## src/rtl/alu_wb_pkg.sv

```systemverilog
// Shared definitions for the ALU write-back buffer: widths and the buffered entry record.
package alu_wb_pkg;

   localparam int unsigned XLEN_DEF = 32;
   localparam int unsigned REG_AW   = 5;

   typedef logic [REG_AW-1:0] reg_addr_t;

   // One buffered write-back: destination register plus result word (default width).
   typedef struct packed {
      reg_addr_t           rd;
      logic [XLEN_DEF-1:0] result;
   } wb_entry_t;

endpackage

```

## src/rtl/alu_wb_fwd_match.sv

```systemverilog
// Youngest-match search over the valid window [head, head+count) of the write-back buffer.
module alu_wb_fwd_match
   import alu_wb_pkg::*;
#(
   parameter int unsigned XLEN  = XLEN_DEF,
   parameter int unsigned DEPTH = 4
) (
   input  logic [REG_AW-1:0]                addr,
   input  logic [$clog2(DEPTH)-1:0]         head,
   input  logic [$clog2(DEPTH+1)-1:0]       count,
   input  logic [DEPTH-1:0][REG_AW-1:0]     rd_arr,
   input  logic [DEPTH-1:0][XLEN-1:0]       data_arr,
   output logic                             hit,
   output logic [XLEN-1:0]                  data
);

   localparam int unsigned PW = $clog2(DEPTH);
   localparam int unsigned CW = $clog2(DEPTH+1);

   logic [PW-1:0] idx;

   // Walk oldest to youngest so later (younger) matches overwrite earlier ones.
   always_comb begin
      hit  = 1'b0;
      data = '0;
      idx  = '0;
      for (int k = 0; k < DEPTH; k++) begin
         idx = head + PW'(k);
         if ((CW'(k) < count) && (addr != '0) && (rd_arr[idx] == addr)) begin
            hit  = 1'b1;
            data = data_arr[idx];
         end
      end
   end

endmodule

```

## src/rtl/alu_wb_buffer.sv

```systemverilog
// Circular FIFO between the ALU array and the register-file write port, with forwarding lookup.
module alu_wb_buffer
   import alu_wb_pkg::*;
#(
   parameter int unsigned XLEN  = XLEN_DEF,
   parameter int unsigned DEPTH = 4
) (
   input  logic                          clk,
   input  logic                          reset,
   input  logic                          in_valid,
   input  logic [REG_AW-1:0]             in_rd,
   input  logic [XLEN-1:0]               in_result,
   output logic                          in_ready,
   input  logic                          flush,
   input  logic                          rf_busy,
   output logic                          reg_we,
   output logic [REG_AW-1:0]             reg_wa,
   output logic [XLEN-1:0]               reg_wd,
   input  logic [REG_AW-1:0]             fwd_addr1,
   input  logic [REG_AW-1:0]             fwd_addr2,
   output logic                          fwd_hit1,
   output logic                          fwd_hit2,
   output logic [XLEN-1:0]               fwd_data1,
   output logic [XLEN-1:0]               fwd_data2,
   output logic [$clog2(DEPTH+1)-1:0]    count
);

   localparam int unsigned PW = $clog2(DEPTH);
   localparam int unsigned CW = $clog2(DEPTH+1);

   logic [DEPTH-1:0][REG_AW-1:0] rd_q;
   logic [DEPTH-1:0][XLEN-1:0]   data_q;
   logic [PW-1:0]                head_q, tail_q;
   logic [CW-1:0]                count_q;
   logic [CW-1:0]                fwd_count;
   logic                         push, pop;

   // Handshake, push/pop decode and head-entry write-back port.
   always_comb begin
      in_ready  = !reset && !flush && (count_q < CW'(DEPTH));
      push      = in_valid && in_ready && (in_rd != '0);
      reg_we    = (count_q != '0) && !rf_busy && !flush && !reset;
      pop       = reg_we;
      reg_wa    = reg_we ? rd_q[head_q] : '0;
      reg_wd    = reg_we ? data_q[head_q] : '0;
      // Hide stale contents from lookups while reset is held.
      fwd_count = reset ? '0 : count_q;
   end

   assign count = count_q;

   // Entry storage; contents only matter inside the valid window, so no reset.
   always_ff @(posedge clk) begin
      if (push) begin
         rd_q[tail_q]   <= in_rd;
         data_q[tail_q] <= in_result;
      end
   end

   // Pointers and occupancy; reset and flush empty the buffer.
   always_ff @(posedge clk) begin
      if (reset || flush) begin
         head_q  <= '0;
         tail_q  <= '0;
         count_q <= '0;
      end else begin
         if (push) tail_q <= tail_q + 1'b1;
         if (pop)  head_q <= head_q + 1'b1;
         case ({push, pop})
            2'b10:   count_q <= count_q + 1'b1;
            2'b01:   count_q <= count_q - 1'b1;
            default: count_q <= count_q;
         endcase
      end
   end

   alu_wb_fwd_match #(
      .XLEN  (XLEN),
      .DEPTH (DEPTH)
   ) u_match1 (
      .addr     (fwd_addr1),
      .head     (head_q),
      .count    (fwd_count),
      .rd_arr   (rd_q),
      .data_arr (data_q),
      .hit      (fwd_hit1),
      .data     (fwd_data1)
   );

   alu_wb_fwd_match #(
      .XLEN  (XLEN),
      .DEPTH (DEPTH)
   ) u_match2 (
      .addr     (fwd_addr2),
      .head     (head_q),
      .count    (fwd_count),
      .rd_arr   (rd_q),
      .data_arr (data_q),
      .hit      (fwd_hit2),
      .data     (fwd_data2)
   );

endmodule

```

## config.mk

```make
export PLATFORM = sky130hd
export DESIGN_NAME = alu_wb_buffer
export DESIGN_NICKNAME = d
export VERILOG_FILES = /design/src/rtl/alu_wb_pkg.sv /design/src/rtl/alu_wb_fwd_match.sv /design/src/rtl/alu_wb_buffer.sv
export SDC_FILE = /design/constraint.sdc
export NUM_CORES = 1
export LEC_CHECK = 0
export ABC_AREA = 1
export BUFFER_PORTS_ARGS = -buffer_cell sky130_fd_sc_hd__buf_2
export CAP_MARGIN = 0
export CORE_MARGIN = 2
export CORE_UTILIZATION = 30
export CTS_BUF_LIST = sky130_fd_sc_hd__clkbuf_8
export DETAILED_ROUTE_END_ITERATION = 7
export PLACE_DENSITY = 0.56
export SLEW_MARGIN = 20
export SYNTH_ARGS = -nofsm -noshare
export SYNTH_HDL_FRONTEND = slang
export SYNTH_SLANG_ARGS = --single-unit
```

## constraint.sdc

```tcl
create_clock -name clk -period 6.5 [get_ports clk]
set_input_delay 0.65 -clock clk [delete_from_list [all_inputs] [get_ports clk]]
set_output_delay 0.65 -clock clk [all_outputs]
set_load 0.005 [all_outputs]
```

==> impl_metrics.json <==
{
  "place_area_um2": 13300,
  "grt_pass1_wl_um": 64200,
  "insertion_delay_ps": 480,
  "gp_congestion": 0.916,
  "drtIter0Drc": 960,
  "powerDensity_nw_per_um2": 148,
  "yosysSeqAreaShare_pct": 37.2,
  "power.total_mw": 2.03,
  "critPathRequiredTime_ps": 5850,
  "r2r_cells": 11,
  "final_core_util_pct": 33.7,
  "vias": 12500,
  "cpMostUsedCell": "nand2_1",
  "cp_num_buf_inv": 3,
  "antenna_found_initial": 2,
  "ys_ff_latch": 155,
  "finalHoldViolations": 0,
  "arrival_ps": 4830,
  "report.final.slew_viol_count": 0,
  "final.setup.tns_ps": 0,
  "holdPathStages": 2,
  "endpoint_kind": "primary output",
  "dp_hpwl_um": 27600,
  "cts_root_buf": "clkbuf_8",
  "maxSlewHeadroom_pct": 35.9,
  "clkTransAtPathRegs_ps": 100,
  "cts_resized": 0,
  "max_freq_mhz": 182,
  "cp-start-kind": "flop",
  "grt_pass1_vias": 11700,
  "finish.instance_area_um2": 13700,
  "nets": 2044,
  "path_depth": 15,
  "rsz0062_at_grt": "false",
  "cts.sink_count": 155,
  "cts_tree": "built",
  "vias_per_cell": 4.93,
  "finalCritPeriodShare_pct": 84.4,
  "tightest_slew_ps": 961,
  "cpMaxStageDelayCell": "nand3_2",
  "num_io_pins": 160,
  "die_w_um": 207,
  "postSynthNetCount": 1977,
  "fp.dieArea_um2": 42700,
  "syn_to_final_growth_pct": 11.1,
  "final-setup-viol-count": 0,
  "grt.overflow.total": 0,
  "num_rows": 74,
  "hold_ws_ps": 351,
  "core_um2": 40600,
  "port_buffers": 159,
  "final_cells": 2531,
  "dieHeight_um": 207,
  "fin_skew_ps": 16.4,
  "path_cells": "inv_2 > nand2_1 > nand2_4 > nand2_1 > nand2_1 > nand2_1 > nand2_1 > nor2_4 > buf_4 > nand3_2 > nand2_1 > nand3_1 > nand2_1 > nand2_1 > buf_2",
  "irDropWorstVdd_v": 0.0000987,
  "start_util_pct": 30.3,
  "async_flop_share_pct": 0,
  "cp_max_fo": 76,
  "setup_slack_ps": 1020,
  "status": "finished clean",
  "path_class": "flop to primary output",
  "cts_made_buffers": 17,
  "final.min_clock_period_ps": 5480,
  "grt_max_degree": 114,
  "syn-mean-instance-area_um2": 6.42,
  "ctsHoldBuffers": 0,
  "totalWireLength_um": 41600,
  "synthFlopType": "edfxtp_1",
  "drive_gt1_share_pct": 12.1,
  "dpl.cell_count": 2498,
  "p_leak_nw": 6.16,
  "syn_inst": 1919,
  "clk_path_buf_depth": 2,
  "cts_htree_levels": 4,
  "hold_class": "input pin to flop",
  "postCtsSetupRepairBufs": 0,
  "dp_slack_ps": 1560,
  "synth-edff-count": 148,
  "cap_viol_max_count": 0,
  "gr-usage-all-layers_pct": 19.6,
  "critPathMaxStageDelay_ps": 850,
  "wire_per_inst_um": 16.4,
  "ys_warn_count": 0,
  "netlist_area_um2": 12300,
  "crit_family": "simple AND/OR/NAND/NOR gates",
  "drcViolationCount": 0,
  "synthDistinctLibCells": 34,
  "drtAntennaViolNets": 0,
  "drtPass1Iterations": 6
}
sequential cells by signal, indices dropped and copies added (netlist names):
name    cells
count       3
rd_q       20
data_q    128
head_q      2
tail_q      2
metal layers:
layer,global-route usage (%),wire (um)
met1,25.3,18400
met2,32.8,19400
met3,2.98,2650
met4,7.78,1170
met5,0,13
path summary, 6_finish.rpt:
kind	slack (ps)	to	start
hold / removal	350	count[2]$_SDFFE_PP0P_	flush
setup reg to reg	4130	count[2]$_SDFFE_PP0P_	count[1]$_SDFFE_PP0P_
setup / recovery	1020	fwd_data2[11]	head_q[0]$_SDFFE_PP0N_
hold reg to reg	500	count[0]$_SDFFE_PP0P_	count[0]$_SDFFE_PP0P_
logic make-up (layout without fill, tap and decap cells):
group,Yosys count,after routing,share of synthesized area (%)
DFF,155,155,37.2
and+or+nand+nor,1165,1165,38.9
other,0,1,0
AOI/OAI and AO/OA,279,279,11.5
buffers and inverters,305,384,11.1
muxes,3,3,0.244
xor gates and xnor gates,6,6,0.427
adders and majority gates,6,6,0.670
final cells by class:
| class | instances | area, um2 |
|---|---|---|
| fill | 4404 | 27000 |
| antenna | 1 | 2.50 |
| inverter | 177 | 664 |
| timing repair buffer | 176 | 936 |
| sequential | 155 | 4590 |
| tap | 532 | 666 |
| clock buffer | 17 | 234 |
| clock inverter | 14 | 156 |
| multi-input combinational | 1459 | 6440 |
synthesized netlist by cell type (2+ instances only):
cell type / instances / area [um2]
nand2_1: 692 / 2600
nor2_1: 268 / 1010
o21ai_0: 201 / 1010
inv_1: 173 / 649
edfxtp_1: 148 / 4440
nand3_1: 117 / 586
nand4_1: 64 / 400
o21ai_1: 62 / 310
buf_2: 58 / 290
clkbuf_1: 33 / 124
buf_4: 17 / 128
buf_6: 11 / 124
a21oi_1: 9 / 45.0
buf_1: 9 / 33.8
dfxtp_1: 7 / 140
xor2_1: 6 / 52.6
ha_1: 5 / 62.6
nand3_2: 5 / 50.1
nor2_4: 5 / 56.3
o21ai_2: 5 / 43.8
inv_2: 4 / 15.0
mux2i_1: 3 / 30.0
nand2_2: 3 / 18.8
nor3_1: 3 / 15.0
nor2_2: 2 / 12.5
power breakdown:
part           leakage [nW]  internal, mW  total [mW]  switching [mW]
combinational          4.57        0.0436       0.162           0.119
sequential             1.39          1.10        1.11         0.00528
clock                 0.198         0.372       0.759           0.387
cell usage in the layout, fill, tap and decap left out, types with 5 or more instances in the layout:
cell	n
nand2_1	692
nor2_1	262
o21ai_0	201
inv_1	174
buf_2	159
edfxtp_1	148
nand3_1	116
nand4_1	64
o21ai_1	62
clkbuf_8	17
buf_4	16
nor2_4	12
a21oi_1	9
xor2_1	6
nand3_2	5
inv_2	5
o21ai_2	5
ha_1	5
dfxtp_1	5
No activity file was read; power rests on OpenSTA's default activity.
